==> src/rtl/hamming_tx_serializer.sv <==
// Serialises 12-bit Hamming codewords as start + LSB-first data + stop frames, holding one word ahead.
// Optional even-parity bit before STOP when HAMMING_TX_PARITY_EN is defined.
module hamming_tx_serializer #(
  parameter int CW_W         = 12,
  parameter int CLKS_PER_BIT = 4
) (
  input  logic            clk,
  input  logic            rst,
  input  logic [CW_W-1:0] s_data,
  input  logic            s_valid,
  output logic            s_ready,
  output logic            tx,
  output logic            tx_busy,
  output logic            frame_done
);

  localparam int CNT_W = (CLKS_PER_BIT > 1) ? $clog2(CLKS_PER_BIT) : 1;
  localparam int IDX_W = $clog2(CW_W);
  localparam logic [CNT_W-1:0] CNT_LAST = CNT_W'(CLKS_PER_BIT - 1);
  localparam logic [IDX_W-1:0] IDX_LAST = IDX_W'(CW_W - 1);

  typedef enum logic [2:0] {
    S_IDLE,
    S_START,
    S_DATA,
`ifdef HAMMING_TX_PARITY_EN
    S_PARITY,
`endif
    S_STOP
  } state_t;

  state_t            state, state_nxt;
  logic [CNT_W-1:0]  cnt, cnt_nxt;
  logic [IDX_W-1:0]  bidx, bidx_nxt;
  logic [CW_W-1:0]   shift, shift_nxt;
  logic [CW_W-1:0]   hold;
  logic              hold_full;
  logic              boundary, load, accept;
  logic              tx_nxt, busy_nxt, done_nxt;
`ifdef HAMMING_TX_PARITY_EN
  logic              par;
`endif

  assign s_ready  = ~hold_full;
  assign accept   = s_valid & ~hold_full;
  assign boundary = (cnt == CNT_LAST);

  always_ff @(posedge clk) begin
    if (rst) begin
      state <= S_IDLE;
    end else begin
      state <= state_nxt;
    end
  end

  always_comb begin
    state_nxt = state;
    load      = 1'b0;
    case (state)
      S_IDLE: begin
        if (hold_full) begin
          state_nxt = S_START;
          load      = 1'b1;
        end
      end
      S_START: if (boundary) state_nxt = S_DATA;
      S_DATA: begin
        if (boundary && bidx == IDX_LAST) begin
`ifdef HAMMING_TX_PARITY_EN
          state_nxt = S_PARITY;
`else
          state_nxt = S_STOP;
`endif
        end
      end
`ifdef HAMMING_TX_PARITY_EN
      S_PARITY: if (boundary) state_nxt = S_STOP;
`endif
      S_STOP: begin
        // Chain straight into the next frame so there is no idle gap.
        if (boundary) begin
          if (hold_full) begin
            state_nxt = S_START;
            load      = 1'b1;
          end else begin
            state_nxt = S_IDLE;
          end
        end
      end
      default: state_nxt = S_IDLE;
    endcase
  end

  always_comb begin
    cnt_nxt   = (state == S_IDLE || boundary) ? '0 : cnt + 1'b1;
    bidx_nxt  = bidx;
    shift_nxt = shift;
    if (state == S_START) begin
      bidx_nxt = '0;
    end else if (state == S_DATA && boundary) begin
      bidx_nxt = bidx + 1'b1;
    end
    if (load) begin
      shift_nxt = hold;
    end else if (state == S_DATA && boundary) begin
      shift_nxt = shift >> 1;
    end
  end

  // Outputs are registered from next-state values so tx is glitch-free.
  always_comb begin
    tx_nxt   = 1'b1;
    case (state_nxt)
      S_START:  tx_nxt = 1'b0;
      S_DATA:   tx_nxt = shift_nxt[0];
`ifdef HAMMING_TX_PARITY_EN
      S_PARITY: tx_nxt = par;
`endif
      default:  tx_nxt = 1'b1;
    endcase
    busy_nxt = (state_nxt != S_IDLE);
    done_nxt = (state_nxt == S_STOP) && (cnt_nxt == CNT_LAST);
  end

  always_ff @(posedge clk) begin
    if (rst) begin
      cnt        <= '0;
      bidx       <= '0;
      shift      <= '0;
      hold       <= '0;
      hold_full  <= 1'b0;
      tx         <= 1'b1;
      tx_busy    <= 1'b0;
      frame_done <= 1'b0;
    end else begin
      cnt        <= cnt_nxt;
      bidx       <= bidx_nxt;
      shift      <= shift_nxt;
      tx         <= tx_nxt;
      tx_busy    <= busy_nxt;
      frame_done <= done_nxt;
      if (accept) begin
        hold <= s_data;
      end
      if (load) begin
        hold_full <= 1'b0;
      end else if (accept) begin
        hold_full <= 1'b1;
      end
    end
  end

`ifdef HAMMING_TX_PARITY_EN
  always_ff @(posedge clk) begin
    if (rst) begin
      par <= 1'b0;
    end else if (load) begin
      par <= ^hold;
    end
  end
`endif

endmodule

==> config.mk <==
export PLATFORM = sky130hd
export DESIGN_NAME = hamming_tx_serializer
export DESIGN_NICKNAME = d
export VERILOG_FILES = /design/src/rtl/hamming_tx_serializer.sv
export SDC_FILE = /design/constraint.sdc
export NUM_CORES = 1
export LEC_CHECK = 0
export ABC_AREA = 1
export BUFFER_PORTS_ARGS = -buffer_cell sky130_fd_sc_hd__buf_2
export CORE_MARGIN = 5
export CORE_UTILIZATION = 60
export DETAILED_ROUTE_END_ITERATION = 10
export GPL_ROUTABILITY_DRIVEN = 0
export GPL_TIMING_DRIVEN = 0
export PLACE_DENSITY_LB_ADDON = 0.2
export SLEW_MARGIN = 25
export SYNTH_ARGS = -nofsm -noshare
export SYNTH_HDL_FRONTEND = slang
export SYNTH_SLANG_ARGS = --single-unit
==> constraint.sdc <==
create_clock -name clk -period 3.05 [get_ports clk]
set_input_delay 0.305 -clock clk [delete_from_list [all_inputs] [get_ports clk]]
set_output_delay 0.305 -clock clk [all_outputs]
set_load 0.05 [all_outputs]
==> results of run 1 <==
flip-flops by register name, indices dropped and copies added (netlist names):
name / cells
tx_busy: 1
hold_full: 1
hold: 12
tx: 1
shift: 12
state: 3
bidx: 4
frame_done: 1
cnt: 2
stage by stage:
stage | total power, uW | util, %
after detailed placement | 626 | 66.7
after floorplan | 598 | -
after global routing | 1080 | 70.8
after CTS | 1040 | 70.8
after global placement | 621 | 66.7
final | 1030 | 70.8
critical path: stages (launching register included):
cell and delay [ps]:
dfxtp_1 370, ha_1 210, inv_1 90, nor2_2 150, nand2_4 110, nor3_2 190, o21ai_1 120, nand2_1 90
nand2_1 50
power groups by stage:
stage                     logic [uW]  registers, uW  clock network [uW]
final                           93.3            522                 418
after detailed placement        92.7            533                   0
after CTS                       93.4            522                 422
after floorplan                 64.6            534                   0
after global routing             107            525                 445
after global placement          88.9            532                   0
per-layer routing:
layer | global-route usage [%] | vias to the layer above | routed length, microns
li1 | - | 676 | -
met5 | 0 | - | 0
met3 | 7.13 | 6 | 187
met2 | 30.1 | 37 | 1410
met4 | 7.28 | 0 | 39
met1 | 24.3 | 564 | 1390
area by class of cell:
cell class                      instances  area share (%)
Clock inverter                          3            3.74
Multi-Input combinational cell        127            37.4
Tap cell                               30            2.16
Timing Repair Buffer                   17            4.89
Sequential cell                        37            42.6
Inverter                               17            3.67
Buffer                                  9            3.38
Clock buffer                            5            2.16
synthesized netlist by cell type:
master / n / area share, %
xnor2_1: 1 / 0.58
nand2_1: 22 / 5.5
clkbuf_1: 4 / 0.99
o21ai_0: 13 / 4.3
nor3_2: 1 / 0.66
nor2_1: 33 / 8.2
nor2_4: 1 / 0.74
dfxtp_1: 37 / 49
a211oi_1: 1 / 0.50
a21oi_1: 14 / 4.6
inv_1: 15 / 3.7
buf_6: 3 / 2.2
inv_2: 2 / 0.50
nor3_1: 1 / 0.33
nand3_1: 18 / 6.0
buf_2: 2 / 0.66
nand2_4: 2 / 1.5
xor2_1: 1 / 0.58
o21ai_1: 1 / 0.33
nand3b_1: 1 / 0.50
a22oi_1: 10 / 5.0
nor2_2: 2 / 0.83
conb_1: 1 / 0.25
nand2_2: 1 / 0.41
nand3_2: 1 / 0.66
ha_1: 2 / 1.7
final timing paths:
path,start,end,slack (ps),cells after the start
setup / recovery,cnt[0]$_SDFF_PP0_,tx$_SDFF_PP1_,1570,8
hold / removal,s_data[3],hold[3]$_SDFFE_PP0P_,200,3
setup reg to reg,cnt[0]$_SDFF_PP0_,tx$_SDFF_PP1_,1570,8
hold reg to reg,cnt[0]$_SDFF_PP0_,cnt[0]$_SDFF_PP0_,470,1
cell families after synthesis:
kind of cell	Yosys count	synth area share, %
and+or+nand+nor	83	25.2
AOI/OAI and AO/OA	39	14.7
DFF	37	48.9
buffers and inverters	26	8.10
xor gates and xnor gates	2	1.16
adders and majority gates	2	1.65
other	1	0.248
==> out/qor.yml, run 1 <==
run_status:
  outcome: "completed"
sta:
  fin_crit_ps: 1480
  period_share_pct: 48.7
  finClkSkew_ps: 16.5
  setup_ws_ps: 1570
  clock.fmax_mhz: 674
  finalSetupViolations: 0
  maxSlewViolCount: 0
  finalHoldViolations: 0
  rsz0062_at_grt: "false"
  holdWs_ps: 202
  final.setup.tns_ps: 0
floorplanning:
  io_pins: 19
  start_util_pct: 61.7
  core_sq_um: 2450
  fp.dieW_microns: 60.2
  core.rowCount: 18
  fp.dieH_microns: 60.2
  dieArea_sq_um: 3630
drt:
  wl_per_cell_microns: 12.4
  drt_iter0_drc: 63
  dr.pass1.iters: 4
  routed_via_density: 5.24
  finalWirelength_mm: 3.03
  drc: 0
  final_antenna_net_count: 0
  vias: 1283
worst_setup_path:
  cp-end-kind: "register"
  crit_required_ps: 3290
  cp_max_fo: 9
  cp.arrival_ps: 1720
  path_class: "reg -> reg"
  crit_path_start_kind: "register"
power_and_ir_drop:
  peakVddDrop_uv: 565
  leakage_uw: 0.000743
  clkPwrFrac_pct: 40.5
  combPwrFrac_pct: 9.0
  pwr-share-seq_pct: 50.5
  power_density_nw_per_um2: 595
  intPower_uw: 795
  p_sw_uw: 239
  p_sw_share_pct: 23.1
clock_network:
  clockBufferDepth: 2
  hold_buffers: 0
  clock_latency_ps: 350
  cts.reportedPaths.clkPinSlew_ps: 110
  cts_root_buf: "clkbuf_4"
  post_cts_resized: 0
  ctsHtreeMaxLevel: 2
  postCtsSetupBuffers: 0
  cts_tree: "built"
  cts_buffers: 5
  cts.sinks: 37
finish:
  register_area_sq_um: 741
  final_cell_mix: "dfxtp_1, nor2_1, nand2_1"
  antenna_cells: 0
  syn2layout_area_growth_pct: 14.9
  multiInputGateArea_sq_um: 651
  design_area_sq_um: 1740
  drive_gt1_share_pct: 18.6
  fin_cells: 245
  final_common_cell: "dfxtp_1"
  fin_nets: 231
  fillers: 206
synth:
  syn_area_per_cell_sq_um: 7.97
  syn-instance-count: 190
  seq_area_frac_synth_pct: 48.9
  synth_nets: 207
  synthesis.yosys.warnings: 0
  synth_area_sq_um: 1510
  synth.distinct_cells: 26
  synth-seq-cells: 37
placed_design:
  port_buffers: 17
  dpl.cell_count: 237
  place_hpwl_mm: 2.21
  postPlaceCellArea_sq_um: 1640
  post-place-ws_ps: 1580
global_routing:
  grt_pass1_wl_mm: 5.15
  grtUsageTotal_pct: 19.3
  grt_overflow: 0
  first_global_vias: 1209
  grt_max_degree: 13
  antenna_found_initial: 0
flow_run:
  cap_viol_max_count: 0
worst_hold_path:
  min_path_type: "in -> reg"
Note: power is estimated with default switching activity, not from simulation.
==> inputs of run 2 (changes only) <==
- ABC_AREA: 1 -> 0
- CORE_UTILIZATION: 60 -> 56
- clock period: 3.05 -> 1.4 ns (I/O delays scaled with it)
==> run 2 against run 1 <==
Compared with the run above:
- the flow now finishes with violations (negative setup slack)
- first-iteration DRC count fell by 71%
- power rose by 86%
- combinational power rose to 2.6 times the previous value
- sequential share of layout area fell by 4.6 points
- wire length rose by 4.7%
==> out/qor.yml, run 2 <==
placed_design:
  port_buffers: 18
  place_hpwl_mm: 2.21
  post-place-ws_ps: -251
  postPlaceCellArea_sq_um: 1760
  dpl.cell_count: 215
synth:
  syn_area_per_cell_sq_um: 9.50
  synthArstFlopShare_pct: 0
  synth-seq-cells: 37
  yosysTopAreaCell: "dfxtp_1"
  yosysMostFrequentCell: "dfxtp_1"
  synth-edff-count: 0
  seq_area_frac_synth_pct: 47.0
  synthFlopType: "dfxtp_1"
  synth_top_area_share_pct: 47.0
  synth.distinct_cells: 32
  synthesis.yosys.warnings: 0
  synth_nets: 183
  synth_area_sq_um: 1580
  netlist_top_cells_count: "dfxtp_1, nand2_1, nor2_1"
  syn-instance-count: 166
  synth_area_leaders: "dfxtp_1, mux2i_1, a211oi_2, nand2_1, a21oi_1"
worst_setup_path:
  crit_path_start_kind: "register"
  worstPathCellList: "ha_4, and4bb_2, buf_6, nand4b_1, o21a_2, nor4_1"
  path_class: "reg -> reg"
  cp-end-kind: "register"
  worst_path_largest_cell_delay_ps: 370
  slowest_stage: "dfxtp_2"
  crit_required_ps: 1660
  cp.arrival_ps: 1840
  cp_max_fo: 6
finish:
  final_common_cell: "dfxtp_1"
  final_cell_mix: "dfxtp_1, nand2_1, buf_2"
  drive_gt1_share_pct: 39.4
  fillers: 198
  fin_nets: 214
  antenna_cells: 0
  design_area_sq_um: 1970
  fin_cells: 229
  syn2layout_area_growth_pct: 25.2
  reg.largest.list: "hold (12), shift (12), bidx (4)"
drt:
  final_antenna_net_count: 0
  drt_iter0_drc: 18
  wl_per_cell_microns: 13.9
  dr.pass1.iters: 4
  vias: 1225
  top_layer: "met4"
  routed_via_density: 5.35
  drc: 0
  met3WireLength_microns: 144
  wl_met1_mm: 1.49
  routed-wl-met2_mm: 1.47
  finalWirelength_mm: 3.18
floorplanning:
  fp.dieW_microns: 63.1
  core_sq_um: 2730
  io_pins: 19
  core.rowCount: 19
  fp.dieH_microns: 63.1
  start_util_pct: 57.7
  dieArea_sq_um: 3980
clock_network:
  cts.reportedPaths.clkPinSlew_ps: 120
  clock_latency_ps: 350
  cts_root_buf: "clkbuf_4"
  ctsHtreeMaxLevel: 2
  cts_buffers: 5
  cts.sinks: 37
  clockBufferDepth: 2
  cts_tree: "built"
sta:
  setup_ws_ps: -182
  maxSlewHeadroom_pct: 58.9
  maxSlewViolCount: 0
  period_share_pct: 113
  holdWs_ps: 17.9
  finClkSkew_ps: 13.6
  worstMarginPinSlew_ps: 616
  finalSetupViolations: 21
  finalHoldViolations: 0
  fin_crit_ps: 1580
  rsz0062_at_grt: "true"
  clock.fmax_mhz: 632
worst_hold_path:
  min_path_type: "in -> reg"
power_and_ir_drop:
  combPwrFrac_pct: 12.4
  p_sw_share_pct: 27.4
  intPower_uw: 1400
  pwr-share-seq_pct: 59.5
  clkPwrFrac_pct: 28.2
  peakVddDrop_uv: 936
  power_density_nw_per_um2: 976
  p_sw_uw: 528
  leakage_uw: 0.000774
global_routing:
  grtUsageTotal_pct: 16.7
  antenna_found_initial: 0
  grt_max_degree: 13
  grt_overflow: 0
  grt_pass1_wl_mm: 5.27
  first_global_vias: 1186
run_status:
  outcome: "finished, violations left"
  violations: "negative setup slack"
flow_run:
  cap_viol_max_count: 0
-- run 2: through the flow --
stage	utilization [%]	total power [uW]	setup TNS, ps
after floorplan	-	1330	-3880
after global placement	64.2	1380	-3100
after detailed placement	64.2	1390	-3610
after CTS	68.0	1930	-2390
after global routing	72.2	2040	-3820
final	72.2	1920	-2540
-- run 2: worst max-delay path: cells and delay by family (launching register included) --
kind / cells / cell delay, ps
simple gates: 3 / 620
flops: 1 / 370
compound gates: 1 / 210
fa+ha+maj: 1 / 160
buf+inv: 1 / 140
-- run 2: layer usage --
layer  GRT usage, %  vias up
li1               -      635
met1           22.2      560
met2           24.7       23
met3           4.26        7
met4           8.75        0
met5              0        -
-- run 2: final timing paths --
| path | startpoint | to | slack [ps] | cells past startpoint |
|---|---|---|---|---|
| hold / removal | s_data[6] | hold[6]$_SDFFE_PP0P_ | 20 | 3 |
| setup reg to reg | cnt[0]$_SDFF_PP0_ | frame_done$_SDFF_PP0_ | -180 | 6 |
| hold reg to reg | hold[2]$_SDFFE_PP0P_ | hold[2]$_SDFFE_PP0P_ | 480 | 2 |
| setup / recovery | cnt[0]$_SDFF_PP0_ | frame_done$_SDFF_PP0_ | -180 | 6 |
-- run 2: cell families (layout without fill, tap and decap cells) --
family | count (synthesis) | after routing | synth area share (%)
buf+inv | 14 | 46 | 5.71
fa+ha+maj | 2 | 2 | 1.59
other cells | 1 | 1 | 0.238
xor+xnor | 3 | 3 | 1.67
compound gates | 32 | 32 | 16.3
simple gates | 63 | 63 | 18.5
flops | 37 | 37 | 47.0
mux | 14 | 14 | 8.97
-- run 2: layout make-up --
type	instances	area, sq um	area share (%)
clock inverter	3	17.5	0.888
multi-input combinational	115	851	43.1
timing repair buffer	26	175	8.88
tap	31	38.8	1.97
clock buffer	5	37.5	1.90
sequential	37	749	38.0
buffer	9	88.8	4.50
inverter	3	15.0	0.761
-- run 2: repair_timing --
action	in CTS	in global routing
buffers inserted	4	3
hold buffers	0	0
pin swaps	3	4
gates resized for setup	8	18
cloned	0	1
setup endpoints to repair	21	25
-- run 2: power by group through the flow --
stage	Combinational [uW]	Sequential [uW]	Clock (uW)
after floorplan	160	1170	0
after global placement	216	1160	0
after detailed placement	224	1170	0
after CTS	231	1140	556
after global routing	263	1150	621
final	238	1140	542
==> inputs of run 3 (changes only) <==
- REMOVE_ABC_BUFFERS: not set -> 1
==> run 3 against run 2 <==
Compared with the run above:
- the run still ends with negative setup slack left
- sequential share of layout area is 2.0 points higher
- clock-buffer cell count up 2
- critical path type unchanged
- clock skew hardly changed
- critical path depth is 1 lower
- fmax decreased by 1.1%
- die area stayed put
==> out/qor.yml, run 3 (synthesized netlist as in run 2, its figures left out) <==
sta:
  clock.fmax_mhz: 625
  worstMarginPinSlew_ps: 854
  finClkSkew_ps: 13.3
  maxSlewHeadroom_pct: 43.0
  rsz0062_at_grt: "true"
  finalHoldViolations: 0
  finalSetupViolations: 18
  fin_crit_ps: 1600
  final.setup.tns_ps: -2140
  holdWs_ps: 22.4
  setup_ws_ps: -200
  period_share_pct: 114
  maxSlewViolCount: 0
clock_network:
  cts.sinks: 37
  clock_latency_ps: 340
  cts.reportedPaths.clkPinSlew_ps: 120
  ctsHtreeMaxLevel: 2
  hold_buffers: 0
  cts_tree: "built"
  clockBufferDepth: 2
  cts_buffers: 5
  cts_root_buf: "clkbuf_4"
drt:
  wl_per_cell_microns: 14.7
  finalWirelength_mm: 3.27
  final_antenna_net_count: 0
  drc: 0
  routed_via_density: 5.63
  drt_iter0_drc: 39
  vias: 1250
  dr.pass1.iters: 4
global_routing:
  antenna_found_initial: 0
  grt_max_degree: 31
  grt_overflow: 0
  grtUsageTotal_pct: 17.0
  grt_pass1_wl_mm: 5.37
  first_global_vias: 1270
finish:
  drive_gt1_share_pct: 34.6
  final_common_cell: "dfxtp_1"
  antenna_cells: 0
  syn2layout_area_growth_pct: 18.6
  final_util_pct: 68.4
  final_cell_mix: "dfxtp_1, nand2_1, buf_2"
  reg.largest.list: "hold (12), shift (12), bidx (4)"
  fin_nets: 207
floorplanning:
  dieArea_sq_um: 3980
  start_util_pct: 57.7
  fp.dieW_microns: 63.1
  fp.dieH_microns: 63.1
  core_sq_um: 2730
  io_pins: 19
  core.rowCount: 19
worst_hold_path:
  hp-start: "s_data[7]"
  holdPathStages: 3
  min_path_type: "in -> reg"
  holdPathEnd: "hold[7]$_SDFFE_PP0P_"
power_and_ir_drop:
  p_sw_share_pct: 25.8
  clkPwrFrac_pct: 31.8
  power_uw: 2010
  combPwrFrac_pct: 11.5
  peakVddDrop_uv: 916
  p_sw_uw: 520
  power_density_nw_per_um2: 1080
  leakage_uw: 0.000731
  intPower_uw: 1490
  pwr-share-seq_pct: 56.7
worst_setup_path:
  regToRegEndpoint: "tx$_SDFF_PP1_"
  crit_required_ps: 1630
  path_class: "reg -> reg"
  slowest_stage: "or4_4"
  rr_worst_depth: 5
  r2r-start: "cnt[0]$_SDFF_PP0_"
  cp_max_fo: 6
  worstPathCellList: "ha_4, a21boi_4, or4_4, mux2i_2, a2bb2oi_1"
  worst_path_largest_cell_delay_ps: 560
  cp.arrival_ps: 1830
  cp-end-kind: "register"
  crit_path_start_kind: "register"
  r2r_slack_ps: -200
placed_design:
  place_hpwl_mm: 1.86
  post-place-ws_ps: -628
  port_buffers: 18
flow_run:
  cap_viol_max_count: 0
run_status:
  outcome: "finished, violations left"
  violations: "negative setup slack"
-- run 3: cell count changes in the layout (fill, tap and decap cells not counted), sizes merged --
| cell | before | now |
|---|---|---|
| inv | 2 | 3 |
| buf | 31 | 25 |
| clkbuf | 9 | 7 |
| clkinvlp | 2 | 0 |
| clkinv | 2 | 1 |
| or4 | 1 | 4 |
-- run 3: worst max path at each step --
| stage | slack (ps) | cells past startpoint | startpoint | endpoint |
|---|---|---|---|---|
| finish | -200 | 5 | cnt[0]$_SDFF_PP0_ | tx$_SDFF_PP1_ |
| global route | -240 | 5 | cnt[0]$_SDFF_PP0_ | shift[0]$_SDFF_PP0_ |
| CTS | -170 | 5 | cnt[1]$_SDFF_PP0_ | tx$_SDFF_PP1_ |
| detailed placement | -630 | 5 | cnt[0]$_SDFF_PP0_ | tx$_SDFF_PP1_ |
| global placement | -600 | 5 | cnt[0]$_SDFF_PP0_ | tx$_SDFF_PP1_ |
| floorplan | -410 | 5 | cnt[0]$_SDFF_PP0_ | tx$_SDFF_PP1_ |
-- run 3: repair_timing --
action | 4_1_cts | 5_1_grt
pin swaps | 5 | 2
buffers inserted | 6 | 1
resized for setup | 15 | 14
setup endpoints to repair | 21 | 31
gates cloned | 2 | 1
-- run 3: critical path, delay by kind of cell, from the launching register on --
| kind | cells | cell delay (ps) |
|---|---|---|
| multiplexers | 1 | 240 |
| adder cells (fa/ha/maj) | 1 | 160 |
| AND/OR/NAND/NOR | 1 | 560 |
| AO/OA/AOI/OAI | 2 | 170 |
| flip-flops | 1 | 360 |
-- run 3: power groups by stage --
stage	sequential [uW]	clock [uW]	combinational (uW)
4_1_cts	1140	652	219
6_report	1140	640	231
2_1_floorplan	1160	0	126
5_1_grt	1150	698	255
3_3_place_gp	1160	0	191
3_5_place_dp	1160	0	198
-- run 3: cell type report --
type / instances / area (sq um)
flip-flops and latches: 37 / 747
well taps: 31 / 38.8
fillers: 238 / 865
inverters: 3 / 11.3
repair buffers: 25 / 158
clock inverters: 1 / 5.00
clock buffers: 7 / 65.1
multi-input cells: 118 / 845
-- run 3: metrics by stage --
stage / cell area (sq um) / instances
global placement: 1630 / 204
detailed placement: 1630 / 204
floorplan: 1500 / 155
global route: 1870 / 222
finish: 1870 / 222
CTS: 1810 / 220
-- run 3: metal layers --
| layer | global-route usage [%] | wire length (microns) |
|---|---|---|
| met5 | 0 | 0 |
| met4 | 8.49 | 62 |
| met3 | 5.33 | 158 |
| met2 | 29.2 | 1690 |
| met1 | 18.5 | 1360 |
